[src/rtl/sram_like_request_buffer_if.sv]
// sram_like_request_buffer_if
//   Bundles the upstream request/response handshake and the SRAM-like bus
//   signals of one sram_like_request_buffer instance.
//   Signal groups:
//     req_*  : pipeline -> buffer request (valid/ready), write flag, strobe, address, data
//     resp_* : buffer -> pipeline response (valid/ready), write flag, read data
//     bus_*  : buffer <-> SRAM-like bus (req/addr_ok request phase, data_ok/rdata response phase)
//   Modports:
//     slave  : the buffer's view (serves the pipeline port, drives the bus)
//     master : the environment's view (pipeline plus memory system)
interface sram_like_request_buffer_if #(
  parameter int ADDR_WIDTH = 32,
  parameter int DATA_WIDTH = 32
);
  localparam int STRB_WIDTH = DATA_WIDTH / 8;

  logic                  req_valid;
  logic                  req_ready;
  logic                  req_write;
  logic [STRB_WIDTH-1:0] req_strobe;
  logic [ADDR_WIDTH-1:0] req_address;
  logic [DATA_WIDTH-1:0] req_write_data;

  logic                  resp_valid;
  logic                  resp_ready;
  logic                  resp_write;
  logic [DATA_WIDTH-1:0] resp_data;

  logic                  bus_req;
  logic                  bus_wr;
  logic [STRB_WIDTH-1:0] bus_wstrb;
  logic [ADDR_WIDTH-1:0] bus_addr;
  logic [DATA_WIDTH-1:0] bus_wdata;
  logic                  bus_addr_ok;
  logic                  bus_data_ok;
  logic [DATA_WIDTH-1:0] bus_rdata;

  modport slave (
    input  req_valid, req_write, req_strobe, req_address, req_write_data,
    output req_ready,
    output resp_valid, resp_write, resp_data,
    input  resp_ready,
    output bus_req, bus_wr, bus_wstrb, bus_addr, bus_wdata,
    input  bus_addr_ok, bus_data_ok, bus_rdata
  );

  modport master (
    output req_valid, req_write, req_strobe, req_address, req_write_data,
    input  req_ready,
    input  resp_valid, resp_write, resp_data,
    output resp_ready,
    input  bus_req, bus_wr, bus_wstrb, bus_addr, bus_wdata,
    output bus_addr_ok, bus_data_ok, bus_rdata
  );
endinterface

[src/rtl/sram_like_request_buffer.sv]
// sram_like_request_buffer
//   Bridges one valid/ready pipeline memory port onto an SRAM-like bus
//   (req/addr_ok/data_ok) with up to MAX_OUTSTANDING requests in flight.
//   A one-entry pending register holds the accepted request and drives the
//   bus directly; bus responses return in order into a RESP_DEPTH FIFO whose
//   head drives resp_*. A flush cancels every accepted, unreturned request;
//   the responses of cancelled requests are counted off and dropped.
//   Ports:
//     clock       : single clock, rising edge
//     reset_      : asynchronous reset, active low
//     flush       : cancel all accepted requests that have not yet returned
//     bus_if      : request, response and SRAM-like bus signals (slave view)
//     outstanding : live plus cancelled requests currently on the bus
module sram_like_request_buffer #(
  parameter int ADDR_WIDTH      = 32,
  parameter int DATA_WIDTH      = 32,
  parameter int MAX_OUTSTANDING = 2,
  parameter int RESP_DEPTH      = 2,
  localparam int STRB_WIDTH     = DATA_WIDTH / 8,
  localparam int CNT_WIDTH      = $clog2(MAX_OUTSTANDING + 1)
) (
  input  logic                     clock,
  input  logic                     reset_,
  input  logic                     flush,
  sram_like_request_buffer_if.slave bus_if,
  output logic [CNT_WIDTH-1:0]     outstanding
);
  localparam int PTR_WIDTH  = (RESP_DEPTH > 1) ? $clog2(RESP_DEPTH) : 1;
  localparam int FCNT_WIDTH = $clog2(RESP_DEPTH + 1);

  logic                  pending_valid_q, pending_valid_d;
  logic                  pending_cancel_q, pending_cancel_d;
  logic                  pending_write_q, pending_write_d;
  logic [STRB_WIDTH-1:0] pending_strobe_q, pending_strobe_d;
  logic [ADDR_WIDTH-1:0] pending_addr_q, pending_addr_d;
  logic [DATA_WIDTH-1:0] pending_wdata_q, pending_wdata_d;

  logic [CNT_WIDTH-1:0]  outstanding_q, outstanding_d;
  logic [CNT_WIDTH-1:0]  cancel_count_q, cancel_count_d;
  logic [CNT_WIDTH-1:0]  live;
  logic [CNT_WIDTH-1:0]  slot;
  // Write flag of each request on the bus, oldest in bit 0.
  logic [MAX_OUTSTANDING-1:0] inflight_write_q, inflight_write_d;

  logic [PTR_WIDTH-1:0]  rd_ptr_q, rd_ptr_d;
  logic [PTR_WIDTH-1:0]  wr_ptr_q, wr_ptr_d;
  logic [FCNT_WIDTH-1:0] fifo_count_q, fifo_count_d;
  logic                  fifo_write_q [RESP_DEPTH];
  logic [DATA_WIDTH-1:0] fifo_data_q  [RESP_DEPTH];

  logic                  accept, addr_hs, drop, push, pop, issue_ok;
  logic                  push_write;
  logic [DATA_WIDTH-1:0] push_data;

  function automatic logic [PTR_WIDTH-1:0] ptr_inc(input logic [PTR_WIDTH-1:0] p);
    return (32'(p) == 32'(RESP_DEPTH - 1)) ? '0 : p + 1'b1;
  endfunction

  // Cancelled requests still occupy the bus, so the outstanding cap counts
  // them too; the FIFO reservation only needs the live ones, because
  // cancelled data never enters the FIFO. Neither term can grow while a
  // request waits in pending, so bus_req stays high until addr_ok.
  assign live     = outstanding_q - cancel_count_q;
  assign issue_ok = (32'(outstanding_q) < 32'(MAX_OUTSTANDING)) &&
                    ((32'(live) + 32'(fifo_count_q)) < 32'(RESP_DEPTH));

  assign bus_if.req_ready  = !pending_valid_q && !flush;
  assign bus_if.bus_req    = pending_valid_q && issue_ok;
  assign bus_if.bus_wr     = pending_write_q;
  assign bus_if.bus_wstrb  = pending_strobe_q;
  assign bus_if.bus_addr   = pending_addr_q;
  assign bus_if.bus_wdata  = pending_wdata_q;

  assign bus_if.resp_valid = (fifo_count_q != '0);
  assign bus_if.resp_write = bus_if.resp_valid && fifo_write_q[rd_ptr_q];
  assign bus_if.resp_data  = bus_if.resp_valid ? fifo_data_q[rd_ptr_q] : '0;
  assign outstanding       = outstanding_q;

  assign accept  = bus_if.req_valid && bus_if.req_ready;
  assign addr_hs = bus_if.bus_req && bus_if.bus_addr_ok;
  assign drop    = bus_if.bus_data_ok && (cancel_count_q != '0);
  // Data returning in the flush cycle belongs to a cancelled request.
  assign push    = bus_if.bus_data_ok && (cancel_count_q == '0) && !flush;
  assign pop     = bus_if.resp_valid && bus_if.resp_ready && !flush;

  assign push_write = inflight_write_q[0];
  assign push_data  = push_write ? '0 : bus_if.bus_rdata;
  assign slot       = outstanding_q - CNT_WIDTH'(bus_if.bus_data_ok);

  always_comb begin
    pending_valid_d  = pending_valid_q;
    pending_cancel_d = pending_cancel_q;
    pending_write_d  = pending_write_q;
    pending_strobe_d = pending_strobe_q;
    pending_addr_d   = pending_addr_q;
    pending_wdata_d  = pending_wdata_q;

    if (addr_hs) begin
      pending_valid_d  = 1'b0;
      pending_cancel_d = 1'b0;
    end else if (flush) begin
      // A request already shown on the bus must complete its address phase;
      // one not yet shown can simply vanish.
      if (bus_if.bus_req) begin
        pending_cancel_d = 1'b1;
      end else begin
        pending_valid_d  = 1'b0;
      end
    end

    if (accept) begin
      pending_valid_d  = 1'b1;
      pending_cancel_d = 1'b0;
      pending_write_d  = bus_if.req_write;
      pending_strobe_d = bus_if.req_strobe;
      pending_addr_d   = bus_if.req_address;
      pending_wdata_d  = bus_if.req_write_data;
    end
  end

  always_comb begin
    outstanding_d = outstanding_q + CNT_WIDTH'(addr_hs) - CNT_WIDTH'(bus_if.bus_data_ok);

    // On flush everything still on the bus after this edge is cancelled,
    // which is exactly the next outstanding value.
    if (flush) begin
      cancel_count_d = outstanding_d;
    end else begin
      cancel_count_d = cancel_count_q + CNT_WIDTH'(addr_hs && pending_cancel_q)
                       - CNT_WIDTH'(drop);
    end

    inflight_write_d = bus_if.bus_data_ok ? (inflight_write_q >> 1) : inflight_write_q;
    for (int i = 0; i < MAX_OUTSTANDING; i++) begin
      if (addr_hs && (slot == CNT_WIDTH'(i))) begin
        inflight_write_d[i] = pending_write_q;
      end
    end
  end

  always_comb begin
    rd_ptr_d     = rd_ptr_q;
    wr_ptr_d     = wr_ptr_q;
    fifo_count_d = fifo_count_q;
    if (flush) begin
      rd_ptr_d     = '0;
      wr_ptr_d     = '0;
      fifo_count_d = '0;
    end else begin
      if (push) wr_ptr_d = ptr_inc(wr_ptr_q);
      if (pop)  rd_ptr_d = ptr_inc(rd_ptr_q);
      fifo_count_d = fifo_count_q + FCNT_WIDTH'(push) - FCNT_WIDTH'(pop);
    end
  end

  always_ff @(posedge clock or negedge reset_) begin
    if (!reset_) begin
      pending_valid_q  <= 1'b0;
      pending_cancel_q <= 1'b0;
      pending_write_q  <= 1'b0;
      pending_strobe_q <= '0;
      pending_addr_q   <= '0;
      pending_wdata_q  <= '0;
      outstanding_q    <= '0;
      cancel_count_q   <= '0;
      inflight_write_q <= '0;
      rd_ptr_q         <= '0;
      wr_ptr_q         <= '0;
      fifo_count_q     <= '0;
    end else begin
      pending_valid_q  <= pending_valid_d;
      pending_cancel_q <= pending_cancel_d;
      pending_write_q  <= pending_write_d;
      pending_strobe_q <= pending_strobe_d;
      pending_addr_q   <= pending_addr_d;
      pending_wdata_q  <= pending_wdata_d;
      outstanding_q    <= outstanding_d;
      cancel_count_q   <= cancel_count_d;
      inflight_write_q <= inflight_write_d;
      rd_ptr_q         <= rd_ptr_d;
      wr_ptr_q         <= wr_ptr_d;
      fifo_count_q     <= fifo_count_d;
    end
  end

  // Storage needs no reset: entries are only visible behind fifo_count_q.
  always_ff @(posedge clock) begin
    if (push) begin
      fifo_data_q[wr_ptr_q]  <= push_data;
      fifo_write_q[wr_ptr_q] <= push_write;
    end
  end

  a_no_fifo_overflow: assert property (@(posedge clock) disable iff (!reset_)
    !(push && (32'(fifo_count_q) >= 32'(RESP_DEPTH))))
    else $fatal(1, "response FIFO overflow");

endmodule

[src/flat_wrapper.sv]
// flat-port wrapper written by rule: the top's interface ports become plain ports
module sram_like_request_buffer_flat 
#(
  parameter int ADDR_WIDTH      = 32,
  parameter int DATA_WIDTH      = 32,
  parameter int MAX_OUTSTANDING = 2,
  parameter int RESP_DEPTH      = 2,
  localparam int STRB_WIDTH     = DATA_WIDTH / 8,
  localparam int CNT_WIDTH      = $clog2(MAX_OUTSTANDING + 1)
)
  (clock, reset_, flush, outstanding, bus_if_req_valid, bus_if_req_write, bus_if_req_strobe, bus_if_req_address, bus_if_req_write_data, bus_if_req_ready, bus_if_resp_valid, bus_if_resp_write, bus_if_resp_data, bus_if_resp_ready, bus_if_bus_req, bus_if_bus_wr, bus_if_bus_wstrb, bus_if_bus_addr, bus_if_bus_wdata, bus_if_bus_addr_ok, bus_if_bus_data_ok, bus_if_bus_rdata);
  sram_like_request_buffer_if #(.ADDR_WIDTH(ADDR_WIDTH), .DATA_WIDTH(DATA_WIDTH)) bus_if_i ();
  input  logic clock;
  input  logic reset_;
  input  logic flush;
  output logic [CNT_WIDTH-1:0] outstanding;
  input wire logic [$bits(bus_if_i.req_valid)-1:0] bus_if_req_valid;
  input wire logic [$bits(bus_if_i.req_write)-1:0] bus_if_req_write;
  input wire logic [$bits(bus_if_i.req_strobe)-1:0] bus_if_req_strobe;
  input wire logic [$bits(bus_if_i.req_address)-1:0] bus_if_req_address;
  input wire logic [$bits(bus_if_i.req_write_data)-1:0] bus_if_req_write_data;
  output wire logic [$bits(bus_if_i.req_ready)-1:0] bus_if_req_ready;
  output wire logic [$bits(bus_if_i.resp_valid)-1:0] bus_if_resp_valid;
  output wire logic [$bits(bus_if_i.resp_write)-1:0] bus_if_resp_write;
  output wire logic [$bits(bus_if_i.resp_data)-1:0] bus_if_resp_data;
  input wire logic [$bits(bus_if_i.resp_ready)-1:0] bus_if_resp_ready;
  output wire logic [$bits(bus_if_i.bus_req)-1:0] bus_if_bus_req;
  output wire logic [$bits(bus_if_i.bus_wr)-1:0] bus_if_bus_wr;
  output wire logic [$bits(bus_if_i.bus_wstrb)-1:0] bus_if_bus_wstrb;
  output wire logic [$bits(bus_if_i.bus_addr)-1:0] bus_if_bus_addr;
  output wire logic [$bits(bus_if_i.bus_wdata)-1:0] bus_if_bus_wdata;
  input wire logic [$bits(bus_if_i.bus_addr_ok)-1:0] bus_if_bus_addr_ok;
  input wire logic [$bits(bus_if_i.bus_data_ok)-1:0] bus_if_bus_data_ok;
  input wire logic [$bits(bus_if_i.bus_rdata)-1:0] bus_if_bus_rdata;
  assign bus_if_i.req_valid = bus_if_req_valid;
  assign bus_if_i.req_write = bus_if_req_write;
  assign bus_if_i.req_strobe = bus_if_req_strobe;
  assign bus_if_i.req_address = bus_if_req_address;
  assign bus_if_i.req_write_data = bus_if_req_write_data;
  assign bus_if_req_ready = bus_if_i.req_ready;
  assign bus_if_resp_valid = bus_if_i.resp_valid;
  assign bus_if_resp_write = bus_if_i.resp_write;
  assign bus_if_resp_data = bus_if_i.resp_data;
  assign bus_if_i.resp_ready = bus_if_resp_ready;
  assign bus_if_bus_req = bus_if_i.bus_req;
  assign bus_if_bus_wr = bus_if_i.bus_wr;
  assign bus_if_bus_wstrb = bus_if_i.bus_wstrb;
  assign bus_if_bus_addr = bus_if_i.bus_addr;
  assign bus_if_bus_wdata = bus_if_i.bus_wdata;
  assign bus_if_i.bus_addr_ok = bus_if_bus_addr_ok;
  assign bus_if_i.bus_data_ok = bus_if_bus_data_ok;
  assign bus_if_i.bus_rdata = bus_if_bus_rdata;
  sram_like_request_buffer #(.ADDR_WIDTH(ADDR_WIDTH), .DATA_WIDTH(DATA_WIDTH), .MAX_OUTSTANDING(MAX_OUTSTANDING), .RESP_DEPTH(RESP_DEPTH)) u_core (.clock(clock), .reset_(reset_), .flush(flush), .bus_if(bus_if_i), .outstanding(outstanding));
endmodule
[config.mk]
export PLATFORM = sky130hd
export DESIGN_NAME = sram_like_request_buffer_flat
export DESIGN_NICKNAME = d
export VERILOG_FILES = /design/src/rtl/sram_like_request_buffer_if.sv /design/src/rtl/sram_like_request_buffer.sv /design/src/flat_wrapper.sv
export SDC_FILE = /design/constraint.sdc
export NUM_CORES = 1
export LEC_CHECK = 0
export CELL_PAD_IN_SITES_DETAIL_PLACEMENT = 2
export CELL_PAD_IN_SITES_GLOBAL_PLACEMENT = 2
export CORE_UTILIZATION = 33
export DETAILED_ROUTE_END_ITERATION = 7
export PLACE_DENSITY_LB_ADDON = 0.1
export SYNTH_ARGS = -nofsm -noshare
export SYNTH_HDL_FRONTEND = slang
export SYNTH_SLANG_ARGS = --single-unit
[constraint.sdc]
create_clock -name clock -period 7 [get_ports clock]
set_input_delay 1.05 -clock clock [delete_from_list [all_inputs] [get_ports clock]]
set_output_delay 1.05 -clock clock [all_outputs]
set_load 0.02 [all_outputs]
# Word level (Yosys, flattened, before mapping)
# Memory sizes are Yosys's and may differ from the RTL's.
# Index checks and enable logic that the tools add are counted.
# word_totals
elab_cells,81
memories,2
mem_bits_rw,66
ff_bits,81
out_inout_bits,107
# classes
n_eq_ne,2
order_cmp,2
n_addsub,11
mux,23
n_reduce_logical,28
# memory_table
name,words,word_bits,rd,rd_ports_with_merged_regs,wr,line_no,source
u_core.fifo_data_q,2,32,1,0,1,sram_like_request_buffer.sv:49,logic [DATA_WIDTH-1:0] fifo_data_q [RESP_DEPTH];
u_core.fifo_write_q,2,1,1,0,1,sram_like_request_buffer.sv:48,logic fifo_write_q [RESP_DEPTH];
# ops
cell,n
32-bit two-way mux,2
"32-bit by 2-bit less-than comparator with 1-bit output, second input constant",1
1-bit two-way mux,18
1-bit logical AND,14
2-bit nonzero test,6
2-bit by 1-bit subtractor with 2-bit output,4
2-bit by 1-bit adder with 2-bit output,3
2-bit two-way mux,3
3-bit nonzero test,2
2-bit zero test,2
2-bit AND reduction,2
2-bit by 2-bit adder with 3-bit output,1
"3-bit != test, second input constant",1
"1-bit adder, second input constant",2
"2-bit by 1-bit equality test with 1-bit output, second input constant",1
1-bit zero test,2
"2-bit less-than comparator, second input constant",1
2-bit subtractor,1

# Depth between registers and ports, before layout
# Gate-level depths: netlist of the first run.
# logic_depth
depth_word,10
mapped_depth,15
mapped_depth_nobuf,14

# Worst setup path before layout of the first run
# Ideal clock, no wire load.
# synth_timing
path_type,input -> register
start,in bus_if_bus_data_ok
end,"mem u_core.fifo_data_q[0][0], enable pin"
setup_slack_ps,3544
setup_time_ps,427
arrival_ps,3029
stages,3
path_cell_list,nor3b_1 -> nor2b_1 -> nor2b_1
# synth_via
elab_chain_len,4
# synth_lines
element,line_no,source
start: declaration,flat_wrapper.sv:33,input wire logic [$bits(bus_if_i.bus_data_ok)-1:0] bus_if_bus_data_ok;
1-bit logical AND (2 in a row),sram_like_request_buffer.sv:83,assign push = bus_if.bus_data_ok && (cancel_count_q == '0) && !flush;
1-bit two-way mux,sram_like_request_buffer.sv:188,if (push) begin
1-bit two-way mux (not written as such),sram_like_request_buffer.sv:189,fifo_data_q[wr_ptr_q] <= push_data;
end: declaration,sram_like_request_buffer.sv:49,
# Every way passes these cells.

# Worst setup path in the final report of the first run
# layout_timing
start,"reg u_core.outstanding_q[0], in the netlist u_core.outstanding[0]"
end,out bus_if_bus_req
# layout_via
elab_chain_len,5
elab_cells_between_ends,6
# layout_lines
element,line_no,source
start: declaration,sram_like_request_buffer.sv:38,"logic [CNT_WIDTH-1:0] outstanding_q, outstanding_d;"
start signal: assignment,sram_like_request_buffer.sv:177,outstanding_q <= outstanding_d;
2-bit subtractor,sram_like_request_buffer.sv:63,assign live = outstanding_q - cancel_count_q;
2-bit by 2-bit adder with 3-bit output,sram_like_request_buffer.sv:65,((32'(live) + 32'(fifo_count_q)) < 32'(RESP_DEPTH));
32-bit by 2-bit less-than comparator with 1-bit output,sram_like_request_buffer.sv:65,
1-bit logical AND (*),sram_like_request_buffer.sv:64,assign issue_ok = (32'(outstanding_q) < 32'(MAX_OUTSTANDING)) &&
1-bit logical AND (*),sram_like_request_buffer.sv:68,assign bus_if.bus_req = pending_valid_q && issue_ok;
end: declaration,flat_wrapper.sv:27,output wire logic [$bits(bus_if_i.bus_req)-1:0] bus_if_bus_req;
# Mark *: on every way between the ends. The rest lies on a longest branch, timed or not.

==> flow_metrics.env, run 1 <==
export IMPL_rows=50
export IMPL_die_w_um=140.7
export IMPL_finalHoldViolCount=0
export IMPL_post_route_drc_count=0
export IMPL_routed_via_density=4.636
export IMPL_synth_cells=391
export IMPL_worstPathArrival_ns=2.86
export IMPL_final_setup_viol_count=0
export IMPL_worstPathRequired_ns=5.95
export IMPL_peakVddDrop_uv=187.2
export IMPL_die_area_sq_mm=0.01980
export IMPL_ys_warnings_count=0
export IMPL_io_pins=215
export IMPL_hpwl_um=11340
export IMPL_diodes=0
export IMPL_routabilityCongestion=0.7093
export IMPL_fin_worst_skew_ns=0.01065
export IMPL_cp_start_kind="register"
export IMPL_ff2ff_setup_slack_ns=3.83
export IMPL_period_share=0.5585
export IMPL_insertion_delay_ns=0.42
export IMPL_n_fill_cell=1784
export IMPL_cts_resized=0
export IMPL_clk_pin_slew_ns=0.06
export IMPL_maxCapViolCount=0
export IMPL_cts_htree_levels=4
export IMPL_yosysTopAreaCellShare=0.3193
export IMPL_ant_nets=0
export IMPL_gr_total_overflow=0
export IMPL_grt_pass1_wl_um=26100
export IMPL_max_slew_margin=0.2817
export IMPL_dp_slack_ns=3.301
export IMPL_syn_cell_area_sq_mm=0.006349
export IMPL_ys_seq_area_frac=0.6315
export IMPL_crit_slowest_cell="clkdlybuf4s50_1"
export IMPL_synthArstFlopShare=0.5510
export IMPL_tritoncts="yes"
export IMPL_cts_made_buffers=17
export IMPL_dr_pass1_iters=4
export IMPL_fin_crit_ns=3.909
export IMPL_max_freq_mhz=255.8
export IMPL_antenna_found_initial=0
export IMPL_synth_area_leaders="dfrtp_1 (32%), edfxtp_1 (31%), mux2_4 (16%)"
export IMPL_worstHoldStart="u_core.bus_if.bus_addr[18]"
export IMPL_path_max_fanout=7
export IMPL_critPathKind="register to output port"
export IMPL_drive_above_1_share=0.1884
export IMPL_hold_path_endpoint="u_core.bus_if.bus_addr[18]"
export IMPL_rsz0062_at_grt="no"
export IMPL_path_cells="inv_1, ha_1, xor2_1, xnor2_1, fa_1, and4b_1, clkdlybuf4s50_1"
export IMPL_fin_total_pwr_mw=3.867
export IMPL_start_util=0.3383
export IMPL_placement_io_buffers=214
export IMPL_num_vias=3964
export IMPL_avgSynthCellArea_sq_um=16.24
export IMPL_hold_path_class="register to register"
export IMPL_clock_sinks=147
export IMPL_nNetsFinal=724
export IMPL_cts_hold_fix_buffers=0
export IMPL_drt_iter0_drc=103
export IMPL_p_leak_nw=3.589
export IMPL_setup_ws_ns=3.091
export IMPL_reg2reg_to="u_core.cancel_count_q[1]"
export IMPL_avgRoutedWirePerCell_um=19.39
export IMPL_root_buffer="clkbuf_16"
export IMPL_grt_max_degree=55
export IMPL_tightest_slew_ns=1.077
export IMPL_ys_flop_type="dfrtp_1"
export IMPL_cts_buffer_depth=2
export IMPL_die_h_um=140.7
export IMPL_grt_pass1_vias=4590
export IMPL_synth_area_leader_cell="dfrtp_1"
export IMPL_status="finished, final reports clean"
export IMPL_synth_cell_types=29
export IMPL_slowest_delay_ns=0.66
export IMPL_syn_nets=507
export IMPL_core_sq_mm=0.01877
export IMPL_synth_edf_count=66
export IMPL_track_usage=0.1768
export IMPL_drv_slew=0
export IMPL_worstSetupEndpointType="output port"
export IMPL_regToRegStartpoint="u_core.outstanding[0]"
export IMPL_finalWirelength_um=16580
export IMPL_hold_depth=1
export IMPL_postCtsSetupRepairBufs=0
export IMPL_reg2reg_depth=14
export IMPL_synth_seq_cells=147
export IMPL_fin_setup_tns_ns=0
export IMPL_p_per_area_mw_per_mm2=421.4
export IMPL_syn2layout_area_growth_pct=44.54
==> registers in the layout, summed over array words and instances, names as in the netlist <==
register	count
u_core.fifo_data_q	64
u_core.bus_if.bus_addr	32
u_core.bus_if.bus_wdata	32
u_core.bus_if.bus_wstrb	4
u_core.cancel_count_q	2
u_core.fifo_count_q	2
u_core.fifo_write_q	2
u_core.inflight_write_q	2
u_core.outstanding	2
u_core.bus_if.bus_wr	1
u_core.pending_cancel_q	1
u_core.pending_valid_q	1
u_core.rd_ptr_q	1
u_core.wr_ptr_q	1
==> metal layers <==
| layer | vias up | GRT usage | share of wire |
|---|---|---|---|
| li1 | 1794 | - | - |
| met1 | 1988 | 0.2037 | 0.41 |
| met2 | 162 | 0.2896 | 0.49 |
| met3 | 20 | 0.08084 | 0.086 |
| met4 | 0 | 0.06236 | 0.017 |
| met5 | - | 0 | 0 |
==> cell usage in the layout (no fill, tap or decap) <==
cell and count:
edfxtp_1 66, o21ai_0 1, nor2_1 40, clkinvlp_4 4, nand4b_1 1, dfrtp_2 1
clkinv_4 1, xnor2_1 7, nand2b_1 2, a31o_2 1, mux2_4 69, a21oi_1 2
clkbuf_16 17, dfrtp_1 80, inv_1 7, inv_6 1, clkdlybuf4s50_1 213, and2_4 2
mux2i_1 33, xor2_1 3, ha_1 7, nor3_1 1, nor2b_1 34, buf_4 5
mux2_2 4, clkinv_1 1, clkinv_2 6, nor2b_4 1, and4b_1 1, o21ba_2 1
nor3b_1 2, nor2_2 1, bufinv_16 2, fa_1 1, o21a_1 1, nand2_1 1
and2_2 1
==> cell families after synthesis <==
logic type	share of synthesized area
flops	0.6315
xor+xnor	0.01380
simple gates	0.07115
buf+inv	0.03784
mux	0.2223
fa+ha+maj	0.01695
compound gates	0.006504
==> metrics by stage <==
step | util | area [sq um] | cells | hold slack [ns]
after CTS | 0.4889 | 9176 | 855 | 0.5156
final | 0.4889 | 9176 | 855 | 0.5082
after detailed placement | 0.4587 | 8610 | 823 | 0.4946
after floorplan | - | 6349 | 391 | 0.5150
after global routing | 0.4889 | 9176 | 855 | 0.5342
after global placement | 0.4587 | 8610 | 823 | 0.4977
==> layout make-up <==
type / instances / area, sq um / area share
clock buffer: 17 / 425.4 / 0.04636
multi-input combinational: 217 / 2111 / 0.2300
timing repair buffer: 218 / 2170 / 0.2364
tap: 234 / 292.8 / 0.03191
inverter: 7 / 26.28 / 0.002863
sequential: 147 / 4010 / 0.4370
clock inverter: 15 / 141.4 / 0.01541
==> worst max path at each step <==
stage | start | to | slack (ns) | depth (start not counted)
3_5_place_dp | flush | u_core.bus_if.bus_addr[26] | 3.30 | 5
2_1_floorplan | bus_if_bus_data_ok | u_core.fifo_data_q[0][0] | 3.54 | 3
4_1_cts | u_core.outstanding[0] | bus_if_bus_req | 3.03 | 7
5_1_grt | u_core.outstanding[0] | bus_if_bus_req | 2.94 | 7
6_report | u_core.outstanding[0] | bus_if_bus_req | 3.09 | 7
3_3_place_gp | flush | u_core.bus_if.bus_addr[20] | 3.38 | 5
==> synthesized netlist by cell type (2+ instances only) <==
master / n
mux2_4: 69
buf_2: 4
xor2_1: 3
nor2_1: 41
a21oi_1: 2
and2_4: 2
nand2b_1: 2
nor3b_1: 2
inv_1: 7
edfxtp_1: 66
nor2b_1: 35
buf_12: 8
xnor2_1: 7
dfrtp_1: 81
mux2_2: 4
ha_1: 7
mux2i_1: 33
clkbuf_1: 7
==> worst max-delay path, delay by kind of cell, from the launching register on <==
| kind | cells | cell delay [ns] |
|---|---|---|
| xor gates and xnor gates | 2 | 0.27 |
| adders and majority gates | 2 | 0.67 |
| buffers and inverters | 2 | 0.75 |
| DFF | 1 | 0.37 |
| and+or+nand+nor | 1 | 0.36 |
==> power breakdown <==
| group | internal (mW) | switching, mW |
|---|---|---|
| clock | 0.520 | 0.365 |
| sequential | 1.18 | 0.182 |
| combinational | 0.878 | 0.740 |
No activity file was read; power rests on OpenSTA's default activity.
==> run 2: changes to the inputs <==
- CORE_UTILIZATION: 33 -> 31
- clock period: 7 -> 3.8 ns (I/O delays scaled with it)
==> flow_metrics.env, run 2 (synthesis results as in run 1) <==
export IMPL_rsz0062_at_grt="no"
export IMPL_place_area_sq_mm=0.008721
export IMPL_cts_hold_fix_buffers=0
export IMPL_p_clk_frac=0.212
export IMPL_placed_cells=862
export IMPL_antenna_found_initial=2
export IMPL_largest_reg_flops=64
export IMPL_die_w_um=145.1
export IMPL_final_setup_viol_count=0
export IMPL_fin_crit_ns=3.532
export IMPL_worstSetupEndpointType="output port"
export IMPL_start_util=0.3209
export IMPL_grt_max_degree=72
export IMPL_period_share=0.9296
export IMPL_syn2layout_area_growth_pct=45.57
export IMPL_tritoncts="yes"
export IMPL_rows=51
export IMPL_maxCapViolCount=0
export IMPL_cts_buffer_depth=2
export IMPL_critPathKind="register to output port"
export IMPL_grt_pass1_wl_um=27400
export IMPL_core_sq_mm=0.01978
export IMPL_grt_pass1_vias=4673
export IMPL_final_cell_mix="clkdlybuf4s50_1 (213), dfrtp_1 (80), mux2_4 (69)"
export IMPL_seqCellArea_sq_mm=0.004010
export IMPL_fin_worst_skew_ns=0.008932
export IMPL_postCtsSetupRepairBufs=0
export IMPL_die_h_um=145.1
export IMPL_avgRoutedWirePerCell_um=19.46
export IMPL_dr_pass1_iters=4
export IMPL_post_route_cell_area_sq_mm=0.009241
export IMPL_multi_input_area_sq_mm=0.002111
export IMPL_die_area_sq_mm=0.02106
export IMPL_p_leak_nw=3.610
export IMPL_p_per_area_mw_per_mm2=760.4
export IMPL_io_pins=215
export IMPL_clock_sinks=147
export IMPL_final_common_cell="clkdlybuf4s50_1"
export IMPL_cts_htree_levels=4
export IMPL_finalHoldViolCount=0
export IMPL_power_switching_mw=2.393
export IMPL_ff2ff_setup_slack_ns=0.51
export IMPL_nNetsFinal=732
export IMPL_num_vias=3988
export IMPL_cts_resized=0
export IMPL_root_buffer="clkbuf_16"
export IMPL_drv_slew=0
export IMPL_regMostFlops="u_core.fifo_data_q"
export IMPL_tightest_slew_ns=0.9476
export IMPL_clk_pin_slew_ns=0.06
export IMPL_insertion_delay_ns=0.42
export IMPL_fin_setup_tns_ns=0
export IMPL_routabilityCongestion=0.7406
export IMPL_reg2reg_depth=14
export IMPL_internal_power_mw=4.634
export IMPL_p_sw_frac=0.3405
export IMPL_hold_path_class="input port to async pin"
export IMPL_reg2reg_to="u_core.cancel_count_q[1]"
export IMPL_status="finished, final reports clean"
export IMPL_regToRegStartpoint="u_core.outstanding[0]"
export IMPL_path_max_fanout=7
export IMPL_placement_io_buffers=214
export IMPL_peakVddDrop_uv=378.4
export IMPL_drt_iter0_drc=129
export IMPL_track_usage=0.1714
export IMPL_routed_via_density=4.456
export IMPL_finalWirelength_um=17420
export IMPL_hpwl_um=12350
export IMPL_gr_total_overflow=0
export IMPL_n_fill_cell=1902
export IMPL_max_freq_mhz=283.1
export IMPL_cts_made_buffers=17
export IMPL_ant_nets=0
export IMPL_seqPwrFrac=0.357
export IMPL_final_util=0.4672
export IMPL_post_route_drc_count=0
export IMPL_drive_above_1_share=0.1955
export IMPL_worstPathArrival_ns=2.96
export IMPL_cp_start_kind="register"
export IMPL_max_slew_margin=0.3683
export IMPL_comb_power_share=0.431
export IMPL_final_cells=895
export IMPL_worstPathRequired_ns=3.23
## run 2: cell count changes in the layout (fill, tap and decap cells not counted), sizes merged
cell | previous run | this run
diode | 0 | 1
buf | 5 | 13
bufinv | 2 | 0
clkbuf | 17 | 18
inv | 8 | 10
clkinv | 8 | 7
## run 2: per-stage QoR
| step | power [mW] | setup WS [ns] | hold WS [ns] |
|---|---|---|---|
| final | 7.027 | 0.2677 | 0.2891 |
| after global routing | 7.385 | 0.04711 | 0.3445 |
| after CTS | 7.147 | 0.1724 | 0.3261 |
| after detailed placement | 5.571 | 0.5180 | 0.4942 |
| after global placement | 5.489 | 0.6736 | 0.4957 |
| after floorplan | 4.165 | 0.6661 | 0.2744 |
## run 2: worst max path at each step
| stage | slack, ns | to | from |
|---|---|---|---|
| 2_1_floorplan | 0.67 | u_core.cancel_count_q[1] | u_core.outstanding[0] |
| 3_3_place_gp | 0.67 | u_core.cancel_count_q[1] | u_core.cancel_count_q[0] |
| 3_5_place_dp | 0.52 | u_core.cancel_count_q[1] | u_core.outstanding[0] |
| 4_1_cts | 0.17 | bus_if_bus_req | u_core.outstanding[0] |
| 5_1_grt | 0.05 | bus_if_bus_req | u_core.outstanding[0] |
| 6_report | 0.27 | bus_if_bus_req | u_core.outstanding[0] |
## run 2: final cells by class
type | count | area share
repair buffers | 226 | 0.2426
diodes | 1 | 0.0002708
clock inverters | 14 | 0.009613
flip-flops and latches | 147 | 0.4339
well taps | 265 | 0.03588
inverters | 7 | 0.002843
clock buffers | 18 | 0.04644
multi-input cells | 217 | 0.2284
## run 2: power by group through the flow
stage / Clock, mW / Combinational [mW] / Sequential, mW
2_1_floorplan: 0 / 1.24 / 2.92
3_3_place_gp: 0 / 2.99 / 2.50
3_5_place_dp: 0 / 3.06 / 2.51
4_1_cts: 1.54 / 3.09 / 2.52
5_1_grt: 1.60 / 3.22 / 2.57
6_report: 1.49 / 3.03 / 2.51
## run 2: critical path, cell delays in order, from the launching register on
cell and delay (ns):
dfrtp_1 0.38, inv_1 0.08, ha_1 0.16, xor2_1 0.18, xnor2_1 0.12, fa_1 0.53
and4b_1 0.39, clkdlybuf4s50_1 0.70
## run 2: layer usage
metal / GRT usage / vias up / wire length, um
met5: 0 / - / 13
met1: 0.1897 / 1992 / 6927
met2: 0.2889 / 159 / 8545
li1: - / 1814 / -
met4: 0.06316 / 2 / 303
met3: 0.07642 / 21 / 1629
==> run 3: changes to the inputs <==
- TNS_END_PERCENT: not set -> 50
==> results of run 3 <==
The final DEF is identical to that of run 2; final timing and power are the same.
